--- config.mk ---
export PLATFORM = sky130hd
export DESIGN_NAME = locked_cla_pipe_flat
export DESIGN_NICKNAME = d
export VERILOG_FILES = /design/src/rtl/locked_cla_pipe_if.sv /design/src/rtl/locked_cla_pipe.sv /design/src/flat_wrapper.sv
export SDC_FILE = /design/constraint.sdc
export NUM_CORES = 1
export LEC_CHECK = 0
export ABC_CLOCK_PERIOD_IN_PS = 3200
export BUFFER_PORTS_ARGS = -buffer_cell sky130_fd_sc_hd__buf_4
export CAP_MARGIN = 20
export CORE_UTILIZATION = 54
export CTS_BUF_LIST = sky130_fd_sc_hd__clkbuf_4 sky130_fd_sc_hd__clkbuf_8 sky130_fd_sc_hd__clkbuf_16
export CTS_CLUSTER_SIZE = 8
export DETAILED_ROUTE_END_ITERATION = 8
export PLACE_DENSITY = 0.73
export SETUP_SLACK_MARGIN = 0.02
export SYNTH_ARGS = -nofsm -noshare
export SYNTH_HDL_FRONTEND = slang
export SYNTH_SLANG_ARGS = --single-unit
--- constraint.sdc ---
create_clock -name clk -period 3.2 [get_ports clk]
set_clock_uncertainty 0.05 [all_clocks]
set_input_delay 0.64 -clock clk [delete_from_list [all_inputs] [get_ports clk]]
set_output_delay 0.64 -clock clk [all_outputs]
set_load 0.01 [all_outputs]
--- src/rtl/locked_cla_pipe_if.sv ---
// Operand/result stream and serial key port of the locked CLA pipeline.
// The master side drives operands and key bits; the slave side is the adder.
interface locked_cla_pipe_if #(
    parameter int WIDTH = 16
);
    logic             key_sen;
    logic             key_sin;
    logic             key_loaded;
    logic             key_busy;
    logic             in_valid;
    logic             in_ready;
    logic [WIDTH-1:0] add1_i;
    logic [WIDTH-1:0] add2_i;
    logic             out_valid;
    logic             out_ready;
    logic [WIDTH:0]   result_o;

    modport master (
        output key_sen, key_sin, in_valid, add1_i, add2_i, out_ready,
        input  key_loaded, key_busy, in_ready, out_valid, result_o
    );

    modport slave (
        input  key_sen, key_sin, in_valid, add1_i, add2_i, out_ready,
        output key_loaded, key_busy, in_ready, out_valid, result_o
    );
endinterface

--- src/rtl/locked_cla_pipe.sv ---
// Key-locked pipelined carry-lookahead adder with serial key load.
// A new key only takes effect once the pipeline is empty.

// One 4-bit lookahead block: all internal carries from p/g/cin directly.
module locked_cla_blk (
    input  logic [3:0] p,
    input  logic [3:0] g,
    input  logic       cin,
    output logic [3:0] s,
    output logic       cout
);
    logic [4:0] c;

    assign c[0] = cin;
    assign c[1] = g[0] | (p[0] & cin);
    assign c[2] = g[1] | (p[1] & g[0]) | (p[1] & p[0] & cin);
    assign c[3] = g[2] | (p[2] & g[1]) | (p[2] & p[1] & g[0])
                | (p[2] & p[1] & p[0] & cin);
    assign c[4] = g[3] | (p[3] & g[2]) | (p[3] & p[2] & g[1])
                | (p[3] & p[2] & p[1] & g[0]) | ((&p) & cin);
    assign s    = p ^ c[3:0];
    assign cout = c[4];
endmodule

module locked_cla_pipe #(
    parameter int              WIDTH      = 16,
    parameter int              KEY_W      = 2 * WIDTH,
    parameter logic [KEY_W-1:0] KEY_GOLDEN = KEY_W'(32'hF17B83DB),
    parameter int              STAGES     = 2
) (
    input logic               clk,
    input logic               rst_n,
    locked_cla_pipe_if.slave  bus
);
    localparam int NB = WIDTH / 4;
    localparam int CW = $clog2(KEY_W + 1);

    typedef enum logic [1:0] {IDLE, LOAD, COMMIT} key_state_e;

    key_state_e        state_q, state_d;
    logic [KEY_W-1:0]  shadow_q, active_q;
    logic [CW-1:0]     cnt_q;
    logic              loaded_q;
    logic              shift_en, commit_en;

    logic [STAGES:1]            vld_q, vld_in, ld_en;
    logic [STAGES:1][WIDTH:0]   data_q, din;
    logic                       pipe_empty, in_ready, in_fire;

    assign pipe_empty = ~|vld_q;

    // ---------------- key FSM ----------------
    always_ff @(posedge clk or negedge rst_n) begin
        if (!rst_n) state_q <= IDLE;
        else        state_q <= state_d;
    end

    always_comb begin
        state_d   = state_q;
        shift_en  = 1'b0;
        commit_en = 1'b0;
        case (state_q)
            IDLE: begin
                if (bus.key_sen) begin
                    shift_en = 1'b1;
                    state_d  = LOAD;
                end
            end
            LOAD: begin
                if (bus.key_sen) begin
                    shift_en = 1'b1;
                    if (cnt_q == CW'(KEY_W - 1)) state_d = COMMIT;
                end
            end
            COMMIT: begin
                if (pipe_empty) begin
                    commit_en = 1'b1;
                    state_d   = IDLE;
                end
            end
            default: state_d = IDLE;
        endcase
    end

    always_ff @(posedge clk or negedge rst_n) begin
        if (!rst_n) begin
            shadow_q <= '0;
            active_q <= '0;
            cnt_q    <= '0;
            loaded_q <= 1'b0;
        end else begin
            if (shift_en) begin
                shadow_q <= {shadow_q[KEY_W-2:0], bus.key_sin};
                cnt_q    <= (state_q == IDLE) ? CW'(1) : cnt_q + CW'(1);
            end
            if (commit_en) begin
                active_q <= shadow_q;
                loaded_q <= 1'b1;
                cnt_q    <= '0;
            end
        end
    end

    // ---------------- locked CLA (input stage) ----------------
    logic [KEY_W-1:0] k_eff;
    logic [WIDTH-1:0] p_l, g_l, sum_s;
    logic [NB:0]      bc;

    assign k_eff = active_q ^ KEY_GOLDEN;
    assign p_l   = (bus.add1_i ^ bus.add2_i) ^ k_eff[WIDTH-1:0];
    assign g_l   = (bus.add1_i & bus.add2_i) ^ k_eff[KEY_W-1:WIDTH];
    assign bc[0] = 1'b0;

    for (genvar b = 0; b < NB; b++) begin : g_blk
        locked_cla_blk u_blk (
            .p    (p_l[4*b +: 4]),
            .g    (g_l[4*b +: 4]),
            .cin  (bc[b]),
            .s    (sum_s[4*b +: 4]),
            .cout (bc[b+1])
        );
    end

    // ---------------- stall-able pipeline ----------------
    // A stage may load when empty or when everything downstream of it moves.
    always_comb begin
        ld_en         = '0;
        ld_en[STAGES] = ~vld_q[STAGES] | bus.out_ready;
        for (int s = STAGES - 1; s >= 1; s--)
            ld_en[s] = ~vld_q[s] | ld_en[s+1];
    end

    assign in_ready = (state_q != COMMIT) & ld_en[1];
    assign in_fire  = bus.in_valid & in_ready;

    always_comb begin
        vld_in    = '0;
        din       = '0;
        vld_in[1] = in_fire;
        din[1]    = {bc[NB], sum_s};
        for (int s = 2; s <= STAGES; s++) begin
            vld_in[s] = vld_q[s-1];
            din[s]    = data_q[s-1];
        end
    end

    always_ff @(posedge clk or negedge rst_n) begin
        if (!rst_n) begin
            vld_q  <= '0;
            data_q <= '0;
        end else begin
            for (int s = 1; s <= STAGES; s++) begin
                if (ld_en[s]) begin
                    vld_q[s] <= vld_in[s];
                    if (vld_in[s]) data_q[s] <= din[s];
                end
            end
        end
    end

    assign bus.in_ready   = in_ready;
    assign bus.out_valid  = vld_q[STAGES];
    assign bus.result_o   = data_q[STAGES];
    assign bus.key_loaded = loaded_q;
    assign bus.key_busy   = (state_q != IDLE);
endmodule

--- src/flat_wrapper.sv ---
// flat-port wrapper written by rule: the top's interface ports become plain ports
module locked_cla_pipe_flat 
#(
    parameter int              WIDTH      = 16,
    parameter int              KEY_W      = 2 * WIDTH,
    parameter logic [KEY_W-1:0] KEY_GOLDEN = KEY_W'(32'hF17B83DB),
    parameter int              STAGES     = 2
)
  (clk, rst_n, bus_key_sen, bus_key_sin, bus_in_valid, bus_add1_i, bus_add2_i, bus_out_ready, bus_key_loaded, bus_key_busy, bus_in_ready, bus_out_valid, bus_result_o);
  locked_cla_pipe_if #(.WIDTH(WIDTH)) bus_i ();
  input logic clk;
  input logic rst_n;
  input wire logic [$bits(bus_i.key_sen)-1:0] bus_key_sen;
  input wire logic [$bits(bus_i.key_sin)-1:0] bus_key_sin;
  input wire logic [$bits(bus_i.in_valid)-1:0] bus_in_valid;
  input wire logic [$bits(bus_i.add1_i)-1:0] bus_add1_i;
  input wire logic [$bits(bus_i.add2_i)-1:0] bus_add2_i;
  input wire logic [$bits(bus_i.out_ready)-1:0] bus_out_ready;
  output wire logic [$bits(bus_i.key_loaded)-1:0] bus_key_loaded;
  output wire logic [$bits(bus_i.key_busy)-1:0] bus_key_busy;
  output wire logic [$bits(bus_i.in_ready)-1:0] bus_in_ready;
  output wire logic [$bits(bus_i.out_valid)-1:0] bus_out_valid;
  output wire logic [$bits(bus_i.result_o)-1:0] bus_result_o;
  assign bus_i.key_sen = bus_key_sen;
  assign bus_i.key_sin = bus_key_sin;
  assign bus_i.in_valid = bus_in_valid;
  assign bus_i.add1_i = bus_add1_i;
  assign bus_i.add2_i = bus_add2_i;
  assign bus_i.out_ready = bus_out_ready;
  assign bus_key_loaded = bus_i.key_loaded;
  assign bus_key_busy = bus_i.key_busy;
  assign bus_in_ready = bus_i.in_ready;
  assign bus_out_valid = bus_i.out_valid;
  assign bus_result_o = bus_i.result_o;
  locked_cla_pipe #(.WIDTH(WIDTH), .KEY_W(KEY_W), .KEY_GOLDEN(KEY_GOLDEN), .STAGES(STAGES)) u_core (.clk(clk), .rst_n(rst_n), .bus(bus_i));
endmodule
**Word level (Yosys, flattened, before mapping)**

Index checks and enable logic that the tools add are counted.

- Add/sub/neg operators: 1
- Bitwise logic cells: 105
- Reductions and logical operators: 11
- Muxes and demuxes: 12
- Equality and inequality tests: 8

Operator list:

| operator | count |
|---|---|
| $and A1 B1 Y1 | 56 |
| $xor A16 B16 Y16 | 3 |
| $or A1 B1 Y1 | 38 |
| $not A20 Y20 | 1 |
| $mux W6 | 3 |
| $and A16 B16 Y16 | 1 |
| $reduce_and A4 Y1 | 4 |
| $xor A4 B4 Y4 | 4 |
| $mux W2 | 4 |
| $ne A2 B2 Y1 const B | 4 |
| $add A6 B1 Y6 const B | 1 |
| $eq A6 B5 Y1 const B | 1 |
| $pmux W2 S3 | 1 |
| $mux W1 | 4 |
| $reduce_and A2 Y1 | 2 |
| $reduce_bool A2 Y1 | 2 |
| $reduce_or A2 Y1 | 2 |
| $eq A2 B1 Y1 const B | 1 |
| $eq A2 B2 Y1 const B | 1 |
| $logic_not A2 Y1 | 1 |
| $ne A2 B1 Y1 const B | 1 |
| $not A1 Y1 | 2 |

- Bits in registers: 109
- Bits of input ports: 38

**Depth between registers and ports, before layout**

Gate-level depths: netlist (run 1).

- Word-level depth: 13
- Depth in mapped cells: 11
- Depth with buffers taken out: 11

**Hierarchy**

From an unflattened synthesis (run 1), not the netlist that was laid out.

- Cells, all modules: 512
- Area total of the unflattened synthesis: 5197.5 µm²

By module, submodules not included:

| module | cells an instance | instances | seq. area each (µm²) | area each (µm²) |
|---|---|---|---|---|
| locked_cla_pipe | 472 | 1 | 2727.6 | 4882.2 |
| locked_cla_blk | 10 | 4 | 0.0 | 78.8 |

**Worst setup path before layout (run 1)**

OpenSTA, ideal clock, no wires.

- Kind: input -> register
- Start point: in bus_add2_i[2]
- End point: reg u_core.data_q[12] (netlist bit)
- Slack: 303 ps
- Stages on the path: 9
- Arrival time: 2720 ps
- Path buffers: 0
- Data required time: 3023 ps
- Cells stage by stage: ha_1 -> xnor2_2 -> and3b_4 -> o41ai_4 -> a22oi_2 -> a21oi_2 -> o21bai_1 -> ha_1 -> mux2_1

RTL lines:

| element | RTL line | RTL |
|---|---|---|
| start: declaration | flat_wrapper.sv:17 | `input wire logic [$bits(bus_i.add2_i)-1:0] bus_add2_i;` |
| end signal: indexed assignment | locked_cla_pipe.sv:155 | `if (vld_in[s]) data_q[s] <= din[s];` |
| end: declaration | locked_cla_pipe.sv:47 | `logic [STAGES:1][WIDTH:0] data_q, din;` |

**Worst setup path after layout (run 1)**

- Start point: in bus_add2_i[2]
- End point: reg u_core.data_q[13] (netlist bit)

- Longest elaborated chain between the ends: 13
- Elaborated cells between the ends (all ways): 19
- Classes of those cells: bitwise (19)

Ends and longest elaborated chain:

| element | RTL line | RTL |
|---|---|---|
| $and A16 B16 Y16 or $xor A16 B16 Y16 (tied branches) | locked_cla_pipe.sv:111, locked_cla_pipe.sv:110 |  |
| $xor A16 B16 Y16, on equally long branches | locked_cla_pipe.sv:111, locked_cla_pipe.sv:110 |  |
| $and A1 B1 Y1, on equally long branches | locked_cla_pipe.sv:19, locked_cla_pipe.sv:20 |  |
| $or A1 B1 Y1, or another cell as far along | locked_cla_pipe.sv:19 | `assign c[4] = g[3] \| (p[3] & g[2]) \| (p[3] & p[2] & g[1])` |
| $or A1 B1 Y1 or $and A1 B1 Y1 (tied branches) | locked_cla_pipe.sv:19, locked_cla_pipe.sv:20 |  |
| $or A1 B1 Y1 (*) | locked_cla_pipe.sv:20 | `\| (p[3] & p[2] & p[1] & g[0]) \| ((&p) & cin);` |
| $and A1 B1 Y1 (*) | locked_cla_pipe.sv:20 |  |
| $or A1 B1 Y1 (*) | locked_cla_pipe.sv:20 |  |
| $and A1 B1 Y1 (*) | locked_cla_pipe.sv:20 |  |
| $or A1 B1 Y1 (*) | locked_cla_pipe.sv:20 |  |
| $and A1 B1 Y1 (*) | locked_cla_pipe.sv:15 | `assign c[1] = g[0] \| (p[0] & cin);` |
| $or A1 B1 Y1 (*) | locked_cla_pipe.sv:15 |  |
| $xor A4 B4 Y4 (*) | locked_cla_pipe.sv:21 | `assign s = p ^ c[3:0];` |

Every way passes the cells marked *; elsewhere a longest branch is shown, timed or not.
A chain may end at the register's enable or synchronous reset.

==> run_results.csv, run 1 <==
group,metric,value,unit
grt,grt_max_degree,39,
die,ios,59,
yosys,ys.flop_type,"dfrtp_1",
die,start_util,0.5608,
place,preCtsSetupSlack,82.87,ps
clocking,cts_tree,"done",
critical_path,cp_slowest_cell,"o41ai_4",
sta,fin_ws,486.8,ps
sta,fin_setup_tns,0,ps
die,die_area,10040,µm²
place,hpwl,6.769,mm
layout,layout-drive-gt1-share,0.2748,
clocking,holdBufCountCts,0,
sta,finalSetupViolations,0,
yosys,synth_area_leaders,"dfrtp_1, mux2_2, nand2_1, ha_1, xnor2_1",
power,clockPowerShare,0.250,
critical_path,path_cells,"buf_4, ha_1, xnor2_2, and3b_4, o41ai_4, a22oi_2, a21oi_2, o21bai_1, ha_1, nor2_1, xor2_1, o21ai_0",
grt,grt_pass1_wl,15.91,mm
power,p_sw_frac,0.2899,
yosys,yosysWarnings,0,
die,die_y,100.2,µm
critical_path,path_class,"in2reg",
yosys,synth_edf_count,0,
critical_path,cp-start-kind,"input pin",
critical_path,rr_startpoint,"u_core.active_q[2]",
job,max-cap-violations,0,
sta,relSlewSlack,0.4760,
routing,viasPerCell,5.084,
yosys,synth_cell_types,41,
clocking,path_clk_slew,100,ps
clocking,htreeDepth,3,
power,power.internal,2.366,mW
sta,hold_violations,0,
die,core_region_area,9284,µm²
critical_path,critPathMaxStageDelay,390,ps
clocking,cts.sinks,109,
yosys,syn_avg_cell_area,10.96,µm²
critical_path,critPathMaxFanout,3,
sta,period_share,0.8479,
critical_path,worstPathArrival,2880,ps
die,die_width,100.2,µm
sta,rsz0062_at_grt,"no",
routing,ant_nets,0,
critical_path,rrSetupSlack,790,ps
status,outcome,"completed",
critical_path,required,3370,ps
sta,slew_violations,0,
critical_path,end_kind,"register",
yosys,ys_seq_area_frac,0.5239,
yosys,synth.cell_area,5206,µm²
power,p_leak,2.941,nW
clocking,cts_buffers,9,
power,power.switching,966.3,µW
critical_path,reg2reg_depth,10,
routing,postRouteWirelength,9.228,mm
place,place_congestion,0.8012,
yosys,synth_most_common_cell,"nand2_1",
routing,num_vias,3320,
critical_path,crit_top_cell,"ha_1",
grt,antenna_found_initial,0,
clocking,root_buffer,"clkbuf_8",
routing,route.detailed.drc,0,
power,power_density,566.2,nW/µm²
layout,final_nets,578,
grt,grt_overflow_total,0,
power,ir_drop,247.9,µV
critical_path,r2r_end,"u_core.data_q[13]",
place,io_buffers,58,
yosys,syn_nets,534,
critical_path,crit_start,"bus_add2_i[2]",
yosys,postSynthCellCount,475,
yosys,ys_ff_latch,109,
grt,grt_use_total,0.2059,
yosys,async_flop_share,1.000,
yosys,ys_top_cells_by_count,"nand2_1, dfrtp_1, mux2_2",
worst_hold_path,hp-class,"in2async",
routing,wire_per_inst,14.13,µm
clocking,cts_setup_buffers,0,
sta,min_period,2713,ps
grt,grt_pass1_vias,3262,
clocking,cts_resized,0,
yosys,synth_area_leader_cell,"dfrtp_1",
sta,tightest_slew,782.4,ps
sta,fmaxAchievable,368.6,MHz
critical_path,endpoint,"u_core.data_q[13]",
power,sequentialPowerShare,0.532,
clocking,cts_buffer_depth,2,
clocking,insertion_delay,360,ps
layout,syn_to_final_growth,13.05,%
routing,first_iter_violations,120,
routing,dr.pass1.iters,4,
power,power_frac_comb,0.218,
die,rows,35,
layout,n_antenna_cell,0,
yosys,synth_top_area_frac,0.5239,
[metrics by stage]
| step | instances | util | power [mW] | hold slack, ps | cell area (µm²) |
|---|---|---|---|---|---|
| after detailed placement | 637 | 0.6121 | 2.535 | 404.9 | 5683 |
| after global placement | 637 | 0.6121 | 2.497 | 404.0 | 5683 |
| after CTS | 653 | 0.6340 | 3.367 | 136.0 | 5886 |
| final | 653 | 0.6340 | 3.333 | 140.0 | 5886 |
| after floorplan | 475 | - | 2.313 | 294.4 | 5206 |
| after global routing | 653 | 0.6340 | 3.530 | 147.2 | 5886 |
[worst min-delay path by stage]
stage,from,endpoint,slack [ps],cells after the start
after floorplan,rst_n,u_core.active_q[0],290,0
after global placement,u_core.bus.key_loaded,u_core.bus.key_loaded,400,1
after detailed placement,u_core.bus.key_loaded,u_core.bus.key_loaded,400,1
after CTS,rst_n,u_core.shadow_q[28],140,1
after global routing,rst_n,u_core.vld_q[1],150,1
final,rst_n,u_core.vld_q[2],140,1
[sequential cells by signal (all words and copies together) (netlist names)]
signal / flops
u_core.active_q: 32
u_core.bus.key_loaded: 1
u_core.bus.result_o: 17
u_core.cnt_q: 6
u_core.data_q: 17
u_core.shadow_q: 32
u_core.state_q: 2
u_core.vld_q: 2
[cells by family after synthesis]
logic type | after synthesis | share of synthesized area
AO/OA/AOI/OAI | 47 | 0.06081
flip-flops | 109 | 0.5239
adder cells (fa/ha/maj) | 21 | 0.05047
multiplexers | 53 | 0.1146
buffers and inverters | 38 | 0.04037
XOR/XNOR | 47 | 0.08051
AND/OR/NAND/NOR | 160 | 0.1293
[layout make-up]
cell class	instances	area (µm²)
Timing Repair Buffer	67	503.0
Inverter	4	15.01
Clock inverter	6	71.32
Sequential cell	109	2728
Multi-Input combinational cell	328	2276
Tap cell	129	161.4
Fill cell	796	3398
Clock buffer	10	131.4
[power groups by stage]
stage | clock, mW | combinational [mW] | sequential (mW)
after floorplan | 0 | 0.568 | 1.75
after global placement | 0 | 0.711 | 1.79
after detailed placement | 0 | 0.735 | 1.80
after CTS | 0.857 | 0.737 | 1.77
after global routing | 0.908 | 0.813 | 1.81
final | 0.834 | 0.726 | 1.77
[routing by layer]
metal	track usage	wire length, µm	vias up	part of all wire
met2	0.3240	4299	59	0.47
met4	0.05686	50	0	0.0054
met3	0.03969	331	4	0.036
li1	-	-	1655	-
met1	0.2940	4546	1602	0.49
met5	0	0	-	0
[placed cells by master, fill, tap and decap left out, types with 2 or more instances in the layout]
cell type,n
a21oi_1,8
a22oi_1,2
a31oi_1,2
and3_1,2
buf_4,67
clkbuf_8,9
clkinv_4,2
clkinvlp_4,2
dfrtp_1,109
ha_1,21
inv_1,4
mux2_1,2
mux2_2,51
nand2_1,120
nand2b_1,6
nand3_1,3
nand3b_1,2
nand4_1,2
nor2_1,14
nor2b_1,2
nor3_1,3
o21ai_0,11
o21ai_1,12
xnor2_1,24
xor2_1,22
[critical path, delay by kind of cell]
family | cells | cell delay [ps]
AOI/OAI and AO/OA | 5 | 900
xor gates and xnor gates | 2 | 360
adders and majority gates | 2 | 500
buffers and inverters | 1 | 110
and+or+nand+nor | 2 | 370
(Power assumes the default switching activity.)
==> run 2: changes to the inputs <==
- ABC_AREA: default -> 1
- ABC_CLOCK_PERIOD_IN_PS: 3200 -> 2600
- PLACE_DENSITY: 0.73 -> 0.72
- clock period: 3.2 -> 2.6 ns (I/O delays scaled with it)
==> run_results.csv, run 2 <==
group,metric,value,unit
clocking,cts_resized,0,
sta,timing.hold.ws,81.29,ps
grt,grt_overflow_total,0,
grt,grt_use_total,0.2068,
yosys,postSynthCellCount,582,
layout,fillers,822,
yosys,yosysWarnings,0,
clocking,htreeDepth,3,
status,outcome,"completed",
yosys,synth_area_leaders,"dfrtp_1, nand2_1, ha_1, inv_1, o21ai_0",
layout,multiInputGateArea,2106,µm²
routing,num_vias,3680,
yosys,synth.cell_area,5286,µm²
die,core_region_area,9371,µm²
place,place_congestion,0.8245,
routing,postRouteWirelength,9.319,mm
routing,wire_per_inst,12.31,µm
grt,grt_pass1_vias,3581,
critical_path,cp-start-kind,"input pin",
layout,final_cell_mix,"nand2_1, dfrtp_1, inv_1, buf_4, o21ai_0",
critical_path,critPathMaxFanout,5,
yosys,async_flop_share,1.000,
yosys,ys_ff_latch,109,
job,max-cap-violations,0,
critical_path,end_kind,"register",
critical_path,path_class,"in2reg",
die,die_y,100.9,µm
layout,seq_area,2728,µm²
layout,final_nets,683,
layout,final_util,0.6328,
yosys,synth_edf_count,0,
critical_path,worstPathArrival,2370,ps
layout,layout-drive-gt1-share,0.1879,
yosys,synth_area_leader_cell,"dfrtp_1",
place,place_area,5751,µm²
clocking,insertion_delay,360,ps
sta,fin_setup_tns,0,ps
yosys,ys_top_cells_by_count,"nand2_1, dfrtp_1, inv_1",
sta,hold_violations,0,
sta,min_period,2183,ps
clocking,holdBufCountCts,0,
clocking,path_clk_slew,110,ps
sta,relSlewSlack,0.4509,
routing,route.detailed.drc,0,
die,ios,59,
sta,rsz0062_at_grt,"no",
routing,viasPerCell,4.861,
routing,first_iter_violations,124,
die,die_area,10190,µm²
sta,slew_violations,0,
place,hpwl,6.903,mm
critical_path,required,2790,ps
place,io_buffers,58,
routing,ant_nets,0,
sta,period_share,0.8397,
yosys,synth_top_area_frac,0.5160,
clocking,cts_tree,"done",
power,power_density,1057,nW/µm²
power,ir_drop,478.3,µV
sta,fmaxAchievable,458.0,MHz
clocking,cts.sinks,109,
power,p_leak,2.953,nW
clocking,cts_buffer_depth,2,
sta,finalSetupViolations,0,
yosys,ys_seq_area_frac,0.5160,
layout,top_regs,"u_core.active_q x32, u_core.shadow_q x32",
sta,tightest_slew,822.4,ps
yosys,synth_most_common_cell,"nand2_1",
clocking,cts_setup_buffers,0,
yosys,ys.flop_type,"dfrtp_1",
clocking,cts_buffers,9,
grt,antenna_found_initial,0,
die,start_util,0.5641,
worst_hold_path,hp-class,"in2async",
layout,layout_commonest_cell,"nand2_1",
yosys,synth_cell_types,35,
routing,dr.pass1.iters,4,
yosys,syn_nets,641,
grt,grt_pass1_wl,16.35,mm
die,rows,35,
grt,grt_max_degree,55,
die,die_width,100.9,µm
layout,final_cell_area,5931,µm²
yosys,syn_avg_cell_area,9.083,µm²
layout,n_antenna_cell,0,
clocking,root_buffer,"clkbuf_8",
layout,syn_to_final_growth,12.19,%
==> run 2: final cells by class <==
type,count,share of cell area
repair buffers,64,0.08312
clock inverters,6,0.009494
well taps,129,0.02722
multi-input cells,370,0.3551
inverters,70,0.04430
clock buffers,9,0.02089
flip-flops and latches,109,0.4599
==> run 2: cell families after synthesis <==
| family | count (synthesis) | synth area share |
|---|---|---|
| AOI/OAI and AO/OA | 92 | 0.09207 |
| xor gates and xnor gates | 33 | 0.05752 |
| adders and majority gates | 21 | 0.04970 |
| DFF | 109 | 0.5160 |
| muxes | 16 | 0.03408 |
| and+or+nand+nor | 208 | 0.1636 |
| buffers and inverters | 103 | 0.08710 |
==> run 2: final timing paths <==
kind | slack (ps) | startpoint | endpoint | depth (start not counted)
setup reg to reg | 580 | u_core.active_q[3] | u_core.data_q[13] | 12
hold reg to reg | 430 | u_core.bus.key_loaded | u_core.bus.key_loaded | 1
max in group asynchronous | 1760 | rst_n | u_core.data_q[4] | 2
hold / removal | 80 | rst_n | u_core.cnt_q[4] | 1
setup / recovery | 420 | bus_add2_i[3] | u_core.data_q[13] | 14
min in group clk | 310 | bus_key_sin | u_core.shadow_q[0] | 3
==> run 2: metrics by stage <==
step	worst slack [ps]	cells	power, mW
global route	278.6	757	6.837
CTS	445.3	757	6.335
floorplan	430.3	582	4.766
finish	416.7	757	6.266
detailed placement	150.5	742	5.365
global placement	229.8	742	5.260
==> run 2: layer usage <==
layer | global-route usage | wire length [µm] | up-vias
li1 | - | - | 1904
met1 | 0.2943 | 4604 | 1725
met2 | 0.3277 | 4372 | 45
met3 | 0.02635 | 263 | 6
met4 | 0.07246 | 79 | 0
met5 | 0 | 0 | -
==> run 2: report_power, final <==
group | leakage (nW) | internal, mW | switching [mW] | total, mW
clock network | 0.0897 | 0.364 | 0.582 | 0.946
registers | 1.42 | 2.41 | 0.438 | 2.84
logic | 1.45 | 1.10 | 1.37 | 2.48
total | 2.95 | 3.87 | 2.39 | 6.27
==> run 2: worst max-delay path, stage by stage <==
cell and delay (ps):
buf_4 110, ha_1 320, xor2_1 270, nand3_1 130, nand2_1 100, nand2_2 70, nand2_2 80, nand2_4 70
nand2_4 60, nand2_4 60, ha_1 190, nor2_1 150, xor2_1 160, o21ai_1 70
==> run 3: changes to the inputs <==
- ABC_CLOCK_PERIOD_IN_PS: 2600 -> 1910
- CORE_UTILIZATION: 54 -> 53
- PLACE_DENSITY: 0.72 -> 0.74
- clock period: 2.6 -> 1.91 ns (I/O delays scaled with it)
==> run_results.csv, run 3 (synthesis results as in run 2) <==
group,metric,value,unit
critical_path,critPathMaxFanout,3,
routing,first_iter_violations,134,
power,p_leak,3.128,nW
grt,grt_use_met2,0.3410,
grt,antenna_found_initial,0,
layout,final_cell_mix,"nand2_1, dfrtp_1, buf_4, inv_1, o21ai_0",
routing,dr.pass1.iters,4,
power,power_density,1447,nW/µm²
layout,layoutNonFillerInstCount,790,
sta,fin_setup_tns,0,ps
layout,fillers,807,
sta,rsz0062_at_grt,"yes",
sta,min_period,1784,ps
job,max-cap-violations,0,
sta,hold_violations,0,
critical_path,cp_slowest_cell,"dfrtp_1",
critical_path,path_class,"reg2out",
die,die_y,101.9,µm
critical_path,end_kind,"output pin",
power,p_sw_frac,0.3782,
sta,slew_violations,0,
place,hpwl,7.496,mm
sta,tightest_slew,401.3,ps
clocking,path_clk_slew,110,ps
critical_path,crit_top_cell,"inv_2",
clocking,cts_buffer_depth,2,
worst_hold_path,hp-class,"in2reg",
die,die_area,10380,µm²
layout,syn_to_final_growth,20.50,%
die,ios,59,
power,clockPowerShare,0.151,
clocking,insertion_delay,380,ps
clocking,cts.sinks,109,
power,sequentialPowerShare,0.424,
critical_path,cp-start-kind,"register",
sta,fmaxAchievable,560.5,MHz
layout,top_regs,"u_core.active_q x32, u_core.shadow_q x32",
power,power.switching,3.485,mW
routing,ant_nets,0,
critical_path,rrSetupSlack,130,ps
grt,grt_use_total,0.2090,
power,power.internal,5.729,mW
grt,top_usage_layer,"met2",
die,rows,36,
grt,grt_max_degree,55,
clocking,root_buffer,"clkbuf_8",
critical_path,critPathMaxStageDelay,450,ps
grt,grt_overflow_total,0,
critical_path,path_cells,"inv_2, nor2_1, inv_2, nand2_1, inv_1, buf_4",
place,dp.cells,772,
die,core_region_area,9729,µm²
grt,use_met1,0.2786,
sta,relSlewSlack,0.7325,
routing,route.detailed.drc,0,
grt,grt_pass1_vias,3678,
layout,final_util,0.6547,
critical_path,worstPathArrival,1350,ps
layout,layout-drive-gt1-share,0.2557,
routing,viasPerCell,4.881,
die,die_width,101.9,µm
clocking,cts_tree,"done",
die,start_util,0.5433,
place,io_buffers,58,
layout,final_nets,711,
power,ir_drop,583.8,µV
sta,finalSetupViolations,0,
routing,num_vias,3856,
routing,wire_per_inst,12.45,µm
sta,period_share,0.9341,
clocking,htreeDepth,3,
grt,grt_pass1_wl,16.57,mm
power,power_frac_comb,0.425,
clocking,cts_buffers,9,
routing,postRouteWirelength,9.835,mm
critical_path,required,1480,ps
layout,n_antenna_cell,0,
place,place_congestion,0.8022,
status,outcome,"completed",
layout,layout_commonest_cell,"nand2_1",
grt,met3_usage,0.04925,
run 3: cell types whose count changed in the layout (fill, tap and decap cells not counted), moves of 3 or more:
cell | before | now
buf_4 | 63 | 88
ha_1 | 21 | 12
ha_4 | 0 | 9
nand2_1 | 156 | 152
nand2_2 | 6 | 10
nor2_1 | 23 | 20
xnor2_1 | 17 | 14
xnor2_2 | 1 | 4
run 3: power groups by stage:
stage / combinational (mW) / sequential, mW / clock (mW)
after global placement: 3.72 / 3.91 / 0
after detailed placement: 3.89 / 3.97 / 0
after CTS: 3.92 / 3.92 / 1.43
after global routing: 4.44 / 4.04 / 1.52
final: 3.91 / 3.91 / 1.39
after floorplan: 2.82 / 3.77 / 0
run 3: per-layer routing:
layer / wire [µm] / share of wire
met4: 153 / 0.016
met5: 0 / 0
met1: 4693 / 0.48
met2: 4654 / 0.47
met3: 333 / 0.034
run 3: path summary, 6_finish.rpt:
| check | start | depth (start not counted) | to |
|---|---|---|---|
| worst max-delay path | u_core.state_q[1] | 6 | bus_in_ready |
| worst min-delay path | bus_key_sin | 3 | u_core.shadow_q[0] |
| worst max register to register | u_core.active_q[5] | 11 | u_core.data_q[13] |
| worst min register to register | u_core.bus.key_loaded | 1 | u_core.bus.key_loaded |
| max in group asynchronous | rst_n | 3 | u_core.data_q[14] |
| min in group asynchronous | rst_n | 2 | u_core.data_q[10] |
run 3: final cells by class:
type,instances,area [µm²],share of cell area
clock buffers,10,137.6,0.02161
clock inverters,6,60.06,0.009428
inverters,70,262.8,0.04125
multi-input cells,370,2283,0.3585
flip-flops and latches,109,2729,0.4284
well taps,133,166.4,0.02612
repair buffers,92,730.7,0.1147
run 3: metrics by stage:
stage / hold slack [ps] / worst slack (ps) / total power, mW / cell area (µm²)
floorplan: 36.41 / 21.47 / 6.593 / 5454
global placement: 280.9 / -133.4 / 7.636 / 6143
detailed placement: 286.3 / -177.4 / 7.852 / 6143
CTS: 141.5 / 71.13 / 9.267 / 6351
global route: 150.9 / 3.877 / 9.993 / 6370
finish: 161.4 / 125.9 / 9.215 / 6370
run 3: what timing repair did:
| action | CTS | global route |
|---|---|---|
| endpoints found under the setup margin | 0 | 6 |
| resized for setup | 0 | 4 |
| hold buffers | 1 | 0 |
| hold endpoints to repair | 28 | 0 |
| setup buffers | 0 | 1 |
run 3: critical path, delay by kind of cell, from the launching register on:
family        cells  cell delay [ps]
flops             1              450
buf+inv           4              310
simple gates      2              200
